### src/rtl/branch_cmp_arb_if.sv
// branch_cmp_arb_if
//   Bundles the requester-side and result-side signals of the shared branch
//   comparator. The requester/consumer environment uses the master modport and
//   the arbiter uses the slave modport.
//
//   Handshake rule, used on both sides: a transfer happens in the cycle where
//   valid and ready are both 1 at the rising edge of clk. The request side
//   (req_valid[i]/req_ready[i]) is consumed in that cycle. The result side
//   (res_valid/res_ready) is retired in that cycle. A valid source holds its
//   payload stable until the transfer occurs.
//
//   Signals
//     req_valid   [NUM_REQ]          per-requester request valid
//     req_ready   [NUM_REQ]          per-requester grant (one-hot or zero)
//     req_cmpop   [NUM_REQ][3]       funct3 compare op
//     req_a/b     [NUM_REQ][32]      operands
//     req_pc      [NUM_REQ][32]      branch PC
//     req_target  [NUM_REQ][32]      taken target
//     req_rob     [NUM_REQ][ROB]     reorder-buffer tag
//     res_valid/res_ready            result handshake
//     res_taken, res_next_pc, res_rob, res_src   result payload
interface branch_cmp_arb_if #(
  parameter int NUM_REQ   = 4,
  parameter int ROB_IDX_W = 5
);
  localparam int SRC_W = $clog2(NUM_REQ);

  logic [NUM_REQ-1:0]                req_valid;
  logic [NUM_REQ-1:0]                req_ready;
  logic [NUM_REQ-1:0][2:0]           req_cmpop;
  logic [NUM_REQ-1:0][31:0]          req_a;
  logic [NUM_REQ-1:0][31:0]          req_b;
  logic [NUM_REQ-1:0][31:0]          req_pc;
  logic [NUM_REQ-1:0][31:0]          req_target;
  logic [NUM_REQ-1:0][ROB_IDX_W-1:0] req_rob;

  logic                 res_valid;
  logic                 res_ready;
  logic                 res_taken;
  logic [31:0]          res_next_pc;
  logic [ROB_IDX_W-1:0] res_rob;
  logic [SRC_W-1:0]     res_src;

  modport master (
    output req_valid, req_cmpop, req_a, req_b, req_pc, req_target, req_rob,
    input  req_ready,
    input  res_valid, res_taken, res_next_pc, res_rob, res_src,
    output res_ready
  );

  modport slave (
    input  req_valid, req_cmpop, req_a, req_b, req_pc, req_target, req_rob,
    output req_ready,
    output res_valid, res_taken, res_next_pc, res_rob, res_src,
    input  res_ready
  );
endinterface

### src/rtl/branch_cmp_arb.sv
// branch_cmp_arb
//   Shares one branch comparator between NUM_REQ requesters. Each cycle a
//   round-robin arbiter grants at most one valid requester, starting the scan
//   at priority pointer ptr. The granted request is compared and its outcome is
//   registered into a single result slot, presented one cycle later.
//
//   Ports
//     clk      rising-edge clock
//     rst      synchronous active-high reset
//     flush    kills the pending result and blocks grants this cycle
//     bus      branch_cmp_arb_if.slave (request and result handshakes)
//     dbg_ptr  current round-robin priority pointer
module branch_cmp_arb #(
  parameter int NUM_REQ   = 4,
  parameter int ROB_IDX_W = 5,
  localparam int SRC_W    = $clog2(NUM_REQ)
) (
  input  logic             clk,
  input  logic             rst,
  input  logic             flush,
  branch_cmp_arb_if.slave  bus,
  output logic [SRC_W-1:0] dbg_ptr
);

  localparam logic [SRC_W:0]   NUM_REQ_W = (SRC_W+1)'(NUM_REQ);
  localparam logic [SRC_W-1:0] LAST_IDX  = SRC_W'(NUM_REQ - 1);

  // Branch compare on funct3; codes 010/011 are not branches and never taken.
  function automatic logic cmp_taken(input logic [2:0] op,
                                     input logic [31:0] a,
                                     input logic [31:0] b);
    case (op)
      3'b000:  return a == b;
      3'b001:  return a != b;
      3'b100:  return $signed(a) <  $signed(b);
      3'b101:  return $signed(a) >= $signed(b);
      3'b110:  return a <  b;
      3'b111:  return a >= b;
      default: return 1'b0;
    endcase
  endfunction

  logic [SRC_W-1:0]     ptr;
  logic                 res_valid_q;
  logic                 res_taken_q;
  logic [31:0]          res_next_pc_q;
  logic [ROB_IDX_W-1:0] res_rob_q;
  logic [SRC_W-1:0]     res_src_q;

  logic                 can_accept;
  logic [NUM_REQ-1:0]   grant;
  logic                 grant_found;
  logic [SRC_W-1:0]     grant_idx;
  logic [SRC_W:0]       scan_sum;
  logic [SRC_W-1:0]     scan_idx;
  logic [SRC_W-1:0]     ptr_next;
  logic                 new_taken;

  // The single result slot can take a new entry when empty or being drained.
  assign can_accept = (!res_valid_q || bus.res_ready) && !flush && !rst;

  // Round-robin scan: ptr, ptr+1, ... modulo NUM_REQ. ptr and the offset are
  // both below NUM_REQ, so one conditional subtraction performs the wrap.
  always_comb begin
    grant       = '0;
    grant_found = 1'b0;
    grant_idx   = '0;
    scan_sum    = '0;
    scan_idx    = '0;
    for (int k = 0; k < NUM_REQ; k++) begin
      scan_sum = {1'b0, ptr} + (SRC_W+1)'(k);
      if (scan_sum >= NUM_REQ_W) begin
        scan_sum = scan_sum - NUM_REQ_W;
      end
      scan_idx = scan_sum[SRC_W-1:0];
      if (can_accept && !grant_found && bus.req_valid[scan_idx]) begin
        grant_found     = 1'b1;
        grant_idx       = scan_idx;
        grant[scan_idx] = 1'b1;
      end
    end
  end

  assign ptr_next  = (grant_idx == LAST_IDX) ? '0 : grant_idx + SRC_W'(1);
  assign new_taken = cmp_taken(bus.req_cmpop[grant_idx], bus.req_a[grant_idx],
                               bus.req_b[grant_idx]);

  always_ff @(posedge clk) begin
    if (rst) begin
      ptr           <= '0;
      res_valid_q   <= 1'b0;
      res_taken_q   <= 1'b0;
      res_next_pc_q <= '0;
      res_rob_q     <= '0;
      res_src_q     <= '0;
    end else if (flush) begin
      res_valid_q <= 1'b0;
    end else if (grant_found) begin
      ptr           <= ptr_next;
      res_valid_q   <= 1'b1;
      res_taken_q   <= new_taken;
      res_next_pc_q <= new_taken ? bus.req_target[grant_idx]
                                 : bus.req_pc[grant_idx] + 32'd4;
      res_rob_q     <= bus.req_rob[grant_idx];
      res_src_q     <= grant_idx;
    end else if (bus.res_ready) begin
      res_valid_q <= 1'b0;
    end
  end

  assign bus.req_ready   = grant;
  assign bus.res_valid   = res_valid_q;
  assign bus.res_taken   = res_taken_q;
  assign bus.res_next_pc = res_next_pc_q;
  assign bus.res_rob     = res_rob_q;
  assign bus.res_src     = res_src_q;
  assign dbg_ptr         = ptr;

endmodule

### src/flat_wrapper.sv
// flat-port wrapper written by rule: the top's interface ports become plain ports
module branch_cmp_arb_flat 
#(
  parameter int NUM_REQ   = 4,
  parameter int ROB_IDX_W = 5,
  localparam int SRC_W    = $clog2(NUM_REQ)
)
  (clk, rst, flush, dbg_ptr, bus_req_valid, bus_req_cmpop, bus_req_a, bus_req_b, bus_req_pc, bus_req_target, bus_req_rob, bus_req_ready, bus_res_valid, bus_res_taken, bus_res_next_pc, bus_res_rob, bus_res_src, bus_res_ready);
  branch_cmp_arb_if #(.NUM_REQ(NUM_REQ), .ROB_IDX_W(ROB_IDX_W)) bus_i ();
  input  logic clk;
  input  logic rst;
  input  logic flush;
  output logic [SRC_W-1:0] dbg_ptr;
  input wire logic [$bits(bus_i.req_valid)-1:0] bus_req_valid;
  input wire logic [$bits(bus_i.req_cmpop)-1:0] bus_req_cmpop;
  input wire logic [$bits(bus_i.req_a)-1:0] bus_req_a;
  input wire logic [$bits(bus_i.req_b)-1:0] bus_req_b;
  input wire logic [$bits(bus_i.req_pc)-1:0] bus_req_pc;
  input wire logic [$bits(bus_i.req_target)-1:0] bus_req_target;
  input wire logic [$bits(bus_i.req_rob)-1:0] bus_req_rob;
  output wire logic [$bits(bus_i.req_ready)-1:0] bus_req_ready;
  output wire logic [$bits(bus_i.res_valid)-1:0] bus_res_valid;
  output wire logic [$bits(bus_i.res_taken)-1:0] bus_res_taken;
  output wire logic [$bits(bus_i.res_next_pc)-1:0] bus_res_next_pc;
  output wire logic [$bits(bus_i.res_rob)-1:0] bus_res_rob;
  output wire logic [$bits(bus_i.res_src)-1:0] bus_res_src;
  input wire logic [$bits(bus_i.res_ready)-1:0] bus_res_ready;
  assign bus_i.req_valid = bus_req_valid;
  assign bus_i.req_cmpop = bus_req_cmpop;
  assign bus_i.req_a = bus_req_a;
  assign bus_i.req_b = bus_req_b;
  assign bus_i.req_pc = bus_req_pc;
  assign bus_i.req_target = bus_req_target;
  assign bus_i.req_rob = bus_req_rob;
  assign bus_req_ready = bus_i.req_ready;
  assign bus_res_valid = bus_i.res_valid;
  assign bus_res_taken = bus_i.res_taken;
  assign bus_res_next_pc = bus_i.res_next_pc;
  assign bus_res_rob = bus_i.res_rob;
  assign bus_res_src = bus_i.res_src;
  assign bus_i.res_ready = bus_res_ready;
  branch_cmp_arb #(.NUM_REQ(NUM_REQ), .ROB_IDX_W(ROB_IDX_W)) u_core (.clk(clk), .rst(rst), .flush(flush), .bus(bus_i), .dbg_ptr(dbg_ptr));
endmodule
### config.mk
export PLATFORM = sky130hd
export DESIGN_NAME = branch_cmp_arb_flat
export DESIGN_NICKNAME = d
export VERILOG_FILES = /design/src/rtl/branch_cmp_arb_if.sv /design/src/rtl/branch_cmp_arb.sv /design/src/flat_wrapper.sv
export SDC_FILE = /design/constraint.sdc
export NUM_CORES = 1
export LEC_CHECK = 0
export CAP_MARGIN = 5
export CORE_AREA = 5 5 228 230
export DETAILED_ROUTE_END_ITERATION = 8
export DIE_AREA = 0 0 233 235
export GPL_TIMING_DRIVEN = 0
export PLACE_DENSITY_LB_ADDON = 0.15
export SYNTH_ARGS = -nofsm -noshare
export SYNTH_HDL_FRONTEND = slang
export SYNTH_SLANG_ARGS = --single-unit
### constraint.sdc
create_clock -name clk -period 6.8 [get_ports clk]
set_clock_uncertainty 0.15 [all_clocks]
set_input_delay 1.36 -clock clk [delete_from_list [all_inputs] [get_ports clk]]
set_output_delay 1.36 -clock clk [all_outputs]
set_load 0.02 [all_outputs]
Word-level counts from Yosys, hierarchy flattened. Cells that the tools add are included.

Flip-flop bits (word level): 43. Bits of input ports: 552.

Muxes and demuxes: 49. Eq/ne operators: 8. Bitwise gates (word level): 4. Magnitude comparators: 17. Add/sub/neg operators: 9. Reduce and logical (&&, ||, !) cells: 24.

Operator list (number): binary-select mux 32 bit (select 2 bit) (4); 2-to-1 mux 32 bit (5); greater-or-equal comparator 32 bit (2); less-than comparator 32 bit (2); adder 32 x 3 -> 32 bit, second input constant (1); == test 32 bit (1); != test 32 bit (1); 2-to-1 mux 2 bit (9); 2-to-1 mux 4 bit (4); less-than comparator 2 x 3 -> 1 bit, second input constant (5); 2-to-1 mux 1 bit (14); logical AND 1 bit (13); == test 3 bit, second input constant (4); bitwise OR 4 bit (3); binary-select mux 5 bit (select 2 bit) (1); greater-or-equal comparator 3 bit, second input constant (3); binary-select mux 1 bit (select 2 bit) (4); demux 1 bit (select 2 bit) (4); greater-or-equal comparator 2 x 1 -> 1 bit, second input constant (4); subtractor 2 x 1 -> 2 bit, second input constant (4); adder 2 x 2 -> 3 bit, second input constant (2); binary-select mux 3 bit (select 2 bit) (1); logical NOT 1 bit (6); one-hot mux 1 bit (6 select lines) (1); other kinds (13) (13).

Longest topological paths before layout. Gate-level depths: netlist (run 1).

Depth after elaboration: 23. Depth in mapped cells: 33. Gate-level depth less buffers: 22.

Worst setup path after synthesis (run 1). Ideal clock, no wire load.

Kind: input to register. Start point: in rst. End point: reg u_core.res_next_pc_q[7], in the netlist u_core.bus.res_next_pc[7]. Setup slack: 0.224 ns. Library setup time: 0.091 ns. Arrival: 6.335 ns. Data required time: 6.559 ns. Stages on the path: 27. Cells stage by stage: clkbuf_1 or2_1 a211oi_2 and2_1 o21ai_4 inv_4 buf_6 buf_6 buf_6 buf_6 clkbuf_1 clkbuf_1 clkbuf_1 nor2_1 nor2_1 o21ai_0 ha_1 and4_1 and3_1 nand2_1 or3_1 nor4bb_1 a211oi_1 nand3b_1 buf_4 a311o_1 a311oi_1.

Cells in the longest elaborated chain, start to end: 21. Elaborated cells on any way between the ends: 46. Those cells by class: add/sub (1); order compare (4); eq/ne (7); mux (20); reduce/logical (14).

Ends and longest elaborated chain: start, declared (RTL line flat_wrapper.sv:11) `input logic rst;`; logical NOT 1 bit (RTL line branch_cmp_arb.sv:60) `assign can_accept = (!res_valid_q || bus.res_ready) && !flush && !rst;`; logical AND 1 bit (RTL line branch_cmp_arb.sv:60); logical AND 1 bit (RTL line branch_cmp_arb.sv:76) `if (can_accept && !grant_found && bus.req_valid[scan_idx]) begin`; 2-to-1 mux 1 bit (RTL line branch_cmp_arb.sv:76); logical NOT 1 bit (RTL line branch_cmp_arb.sv:76); logical AND 1 bit (2 in a row) (RTL line branch_cmp_arb.sv:76); 2-to-1 mux 1 bit (RTL line branch_cmp_arb.sv:76); logical NOT 1 bit (RTL line branch_cmp_arb.sv:76); (+3 left out); logical NOT 1 bit (RTL line branch_cmp_arb.sv:76); logical AND 1 bit (2 in a row) (RTL line branch_cmp_arb.sv:76); 2-to-1 mux 2 bit (RTL line branch_cmp_arb.sv:76); binary-select mux 32 bit (select 2 bit) (tied with other cells) (RTL line branch_cmp_arb.sv:85) `assign new_taken = cmp_taken(bus.req_cmpop[grant_idx], bus.req_a[grant_idx],`; 2-to-1 mux 32 bit (not written as such) (tied with other cells) (RTL line branch_cmp_arb.sv:85); greater-or-equal comparator 32 bit (tied with other cells) (RTL line branch_cmp_arb.sv:38) `3'b111: return a >= b;`; one-hot mux 1 bit (6 select lines) (RTL line branch_cmp_arb.sv:32) `case (op)`; 2-to-1 mux 32 bit (RTL line branch_cmp_arb.sv:102) `res_next_pc_q <= new_taken ? bus.req_target[grant_idx]`; end signal, assigned (RTL line branch_cmp_arb.sv:102); end, declared (RTL line branch_cmp_arb.sv:46) `logic [31:0] res_next_pc_q;`.

Several ways; a longest one is shown, not always the timed one. The select of a mux whose other input is x is not followed. A chain may end at the register's enable or synchronous reset.

Worst setup path after layout (run 1).
Start point: in bus_req_valid[1]. End point: reg u_core.res_next_pc_q[1], in the netlist u_core.bus.res_next_pc[1].

Cells in the longest elaborated chain, start to end: 21. Elaborated cells on any way between the ends: 52. Those cells by class: add/sub (1); order compare (4); eq/ne (7); mux (28); reduce/logical (12).

Ends and longest elaborated chain: start, declared (RTL line flat_wrapper.sv:14) `input wire logic [$bits(bus_i.req_valid)-1:0] bus_req_valid;`; binary-select mux 1 bit (select 2 bit) (RTL line branch_cmp_arb.sv:76); 2-to-1 mux 1 bit (not written as such) (RTL line branch_cmp_arb.sv:76); logical AND 1 bit (RTL line branch_cmp_arb.sv:76); 2-to-1 mux 1 bit (RTL line branch_cmp_arb.sv:76); logical NOT 1 bit (RTL line branch_cmp_arb.sv:76); logical AND 1 bit (2 in a row) (RTL line branch_cmp_arb.sv:76); 2-to-1 mux 1 bit (RTL line branch_cmp_arb.sv:76); logical NOT 1 bit (RTL line branch_cmp_arb.sv:76); (+3 left out); logical NOT 1 bit (RTL line branch_cmp_arb.sv:76); logical AND 1 bit (2 in a row) (RTL line branch_cmp_arb.sv:76); 2-to-1 mux 2 bit (RTL line branch_cmp_arb.sv:76); binary-select mux 32 bit (select 2 bit) (tied with other cells) (RTL line branch_cmp_arb.sv:85); 2-to-1 mux 32 bit (not written as such) (tied with other cells) (RTL line branch_cmp_arb.sv:85); greater-or-equal comparator 32 bit (tied with other cells) (RTL line branch_cmp_arb.sv:38); one-hot mux 1 bit (6 select lines) (RTL line branch_cmp_arb.sv:32); 2-to-1 mux 32 bit (RTL line branch_cmp_arb.sv:102).

Several ways; a longest one is shown, not always the timed one. The select of a mux whose other input is x is not followed.

==> impl_metrics.toml, run 1 <==
[run_status]
status = "complete, no violations"

[detailed_routing]
drtPass1Iterations = 7
drtAntennaViolNets = 0
remaining_drc_errors = 0
vias = 12400
wl_mm = 65.0
drt_first_iter_violations = 652
wire_per_inst_um = 24.5
via_per_inst = 4.67

[floorplanning]
row_count = 82
core_um2 = 49700
dieArea_um2 = 54800
start_util_pct = 16.5
ios = 599
fp.dieH_um = 235
die_w_um = 233

[global_routing]
use_met3_pct = 5.77
grt_start_max_net_pins = 29
antenna_found_initial = 12
overflow = 0
grt_use_total_pct = 22.5
use_met1_pct = 25.4
grt_use_met2_pct = 42.8
top_usage_layer = "met2"
grt_pass1_wl_mm = 91.4
first_global_vias = 13200

[cts]
htreeDepth = 2
clkTransAtPathRegs_ns = 0.07
clock_latency_ns = 0.31
numCtsBuffers = 5
cts_hold_buf = 0
root_buffer = "clkbuf_16"
cts_tree = "done"
cts.sinks = 43
cts_buffer_depth = 2

[yosys]
synthAdderAreaFrac_pct = 5.81
postSynthAreaPerCell_um2 = 5.99
netlist_instances = 1366
synth-compound-area-share_pct = 19.0
synth-edff-count = 0
yosysSeqAreaShare_pct = 10.5
ys_warn_count = 0
synth-simple-area-share_pct = 45.9
synth_xor_area_share_pct = 2.89
synth_top_flop_cell = "dfxtp_1"
synth_cell_types = 71
synth_top_family_by_area = "simple AND/OR/NAND/NOR gates"
syn_nets = 1956
synthArstFlopShare_pct = 0
ys_seq_elements = 43
syn_area_um2 = 8180
synth_mux_area_share_pct = 8.96

[cells_and_area]
final_cells = 2655
mostFrequentLayoutCells = "clkdlybuf4s50_1, nand2_1, nor2_1, and3_1, nand3_1"
drive_gt1_share_pct = 9.35
final_common_cell = "clkdlybuf4s50_1"
area.growth.synth_to_final_pct = 95.6
ff_latch_area_um2 = 866
fin_nets = 2568
fillCellCount = 5502
finalInstanceArea_um2 = 16000
multi_input_area_um2 = 7000

[pwr]
leakage_nw = 6.48
power_mw = 1.85
ir_drop_uv = 84.8
powerDensity_nw_per_um2 = 116

[placed_design]
gp_congestion = 0.920
pre_cts_slack_ns = -3.09
portBuffers = 597
placed_area_um2 = 15000
dp_hpwl_mm = 56.0
dpl.cell_count = 2635

[timing]
fin_crit_sh_pct = 97.9
clock.fmax_ghz = 0.150
hold_viol_final = 0
setup_tns_ns = 0
fin_crit_ns = 6.66
worst_pin_slew_ns = 1.15
drv_slew = 0
relSlewSlack_pct = 23.3
setup_viol = 0
fin_ws_ns = 0.142

[critical_path]
crit_path_start_kind = "primary input"
rrSetupSlack_ns = 0.32
critPathMaxFanout = 19
cp_top_family = "simple AND/OR/NAND/NOR gates"
r2r-start = "u_core.dbg_ptr[1]"
crit_slowest_cell = "mux4_2"
crit_type = "in2reg"
critPathRequiredTime_ns = 6.87
slowest_delay_ns = 0.48
startpoint = "bus_req_valid[1]"
cp-end-kind = "flip-flop"
path_buf_inv = 8
critical_path_arrival_ns = 6.73

[run]
drv_cap = 0

[hold_path]
hp-start = "u_core.bus.res_next_pc[20]"
hp-class = "reg2reg"
-- synth_stat cells (9+ instances only) --
| library cell | n | area (um2) |
|---|---|---|
| and3_1 | 82 | 513 |
| o21ai_1 | 15 | 75.1 |
| nand2_1 | 425 | 1600 |
| a311oi_1 | 10 | 87.6 |
| nor2b_1 | 11 | 68.8 |
| o21ai_0 | 58 | 290 |
| nand3_1 | 74 | 370 |
| ha_1 | 38 | 475 |
| a221oi_1 | 9 | 78.8 |
| o221ai_1 | 10 | 87.6 |
| buf_1 | 22 | 82.6 |
| mux2i_1 | 54 | 541 |
| xor2_1 | 16 | 140 |
| buf_2 | 24 | 120 |
| a21oi_1 | 21 | 105 |
| a31oi_1 | 61 | 382 |
| nand4_1 | 21 | 131 |
| dfxtp_1 | 43 | 861 |
| buf_6 | 12 | 135 |
| clkbuf_1 | 49 | 184 |
| nor2_1 | 182 | 683 |
| xnor2_1 | 11 | 96.3 |
-- per-stage QoR --
stage,utilization [%],hold slack [ns]
detailed placement,30.2,0.292
global placement,30.2,0.286
floorplan,-,0.376
global route,32.2,0.316
finish,32.2,0.299
CTS,31.9,0.302
-- cell families after synthesis --
logic type / after synthesis
buffers and inverters: 116
AO/OA/AOI/OAI: 231
flip-flops: 43
XOR/XNOR: 27
multiplexers: 67
adder cells (fa/ha/maj): 38
AND/OR/NAND/NOR: 844
-- where the power goes --
part           internal [mW]  total, mW  switching, mW
clock                  0.211      0.337          0.126
sequential             0.281      0.300         0.0187
combinational          0.639       1.21          0.575
-- final timing paths --
| check | endpoint | cells after the start |
|---|---|---|
| min | u_core.bus.res_next_pc[20] | 2 |
| max | u_core.bus.res_next_pc[1] | 25 |
| max reg2reg | u_core.bus.res_next_pc[1] | 25 |
| min reg2reg | u_core.bus.res_next_pc[20] | 2 |
-- what timing repair did --
action,4_1_cts,5_1_grt
setup buffers,12,7
cloned,1,2
resized for setup,204,55
pin swaps,15,12
setup endpoints to repair,33,33
-- per-layer routing --
metal | routed length [um] | share of wire, %
met2 | 33500 | 52
met4 | 1180 | 1.8
met1 | 25100 | 39
met5 | 91 | 0.14
met3 | 5070 | 7.8
-- registers in the layout (all words and copies together), names as in the netlist --
name / cells
u_core.bus.res_src: 2
u_core.dbg_ptr: 2
u_core.bus.res_rob: 5
u_core.bus.res_valid: 1
u_core.bus.res_taken: 1
u_core.bus.res_next_pc: 32
-- worst reg2reg max path, cell delays in order (launching register included) --
cell      delay [ns]
dfxtp_4         0.43
inv_1           0.17
ha_1            0.33
buf_6           0.13
mux4_2          0.55
a211oi_1        0.23
or3b_1          0.16
buf_6           0.18
buf_6           0.21
buf_6           0.22
buf_8           0.26
buf_4           0.23
and3_1          0.24
a31oi_2         0.06
ha_1            0.33
and4_1          0.19
nand4_1         0.15
buf_4           0.18
or3_4           0.41
nor4bb_2        0.19
a211oi_1        0.26
nand3b_1        0.25
buf_8           0.24
buf_12          0.13
a311o_1         0.29
a311oi_2        0.23
-- area by class of cell --
class / instances / share of cell area, %
multi-input cells: 1207 / 43.7
repair buffers: 619 / 38.7
plain buffers: 95 / 5.44
flip-flops and latches: 43 / 5.41
well taps: 672 / 5.25
clock buffers: 5 / 0.782
clock inverters: 3 / 0.422
inverters: 7 / 0.180
diodes: 4 / 0.0625
Note: power is estimated with default switching activity, not from simulation.
==> run 2: changes to the inputs <==
--- a/config.mk
+++ b/config.mk
@@ -7,6 +7,7 @@
 export LEC_CHECK = 0
 export CAP_MARGIN = 5
 export CORE_AREA = 5 5 228 230
+export CTS_CLUSTER_SIZE = 30
 export DETAILED_ROUTE_END_ITERATION = 8
 export DIE_AREA = 0 0 233 235
 export GPL_TIMING_DRIVEN = 0
==> results of run 2 <==
Final layout, timing and power as in run 1 (identical DEF).
==> run 3: changes to the inputs <==
--- a/config.mk
+++ b/config.mk
@@ -7,6 +7,7 @@
 export LEC_CHECK = 0
 export CAP_MARGIN = 5
 export CORE_AREA = 5 5 228 230
+export CTS_CLUSTER_DIAMETER = 50
 export CTS_CLUSTER_SIZE = 30
 export DETAILED_ROUTE_END_ITERATION = 8
 export DIE_AREA = 0 0 233 235
==> results of run 3 <==
Final layout, timing and power as in run 1 (identical DEF).
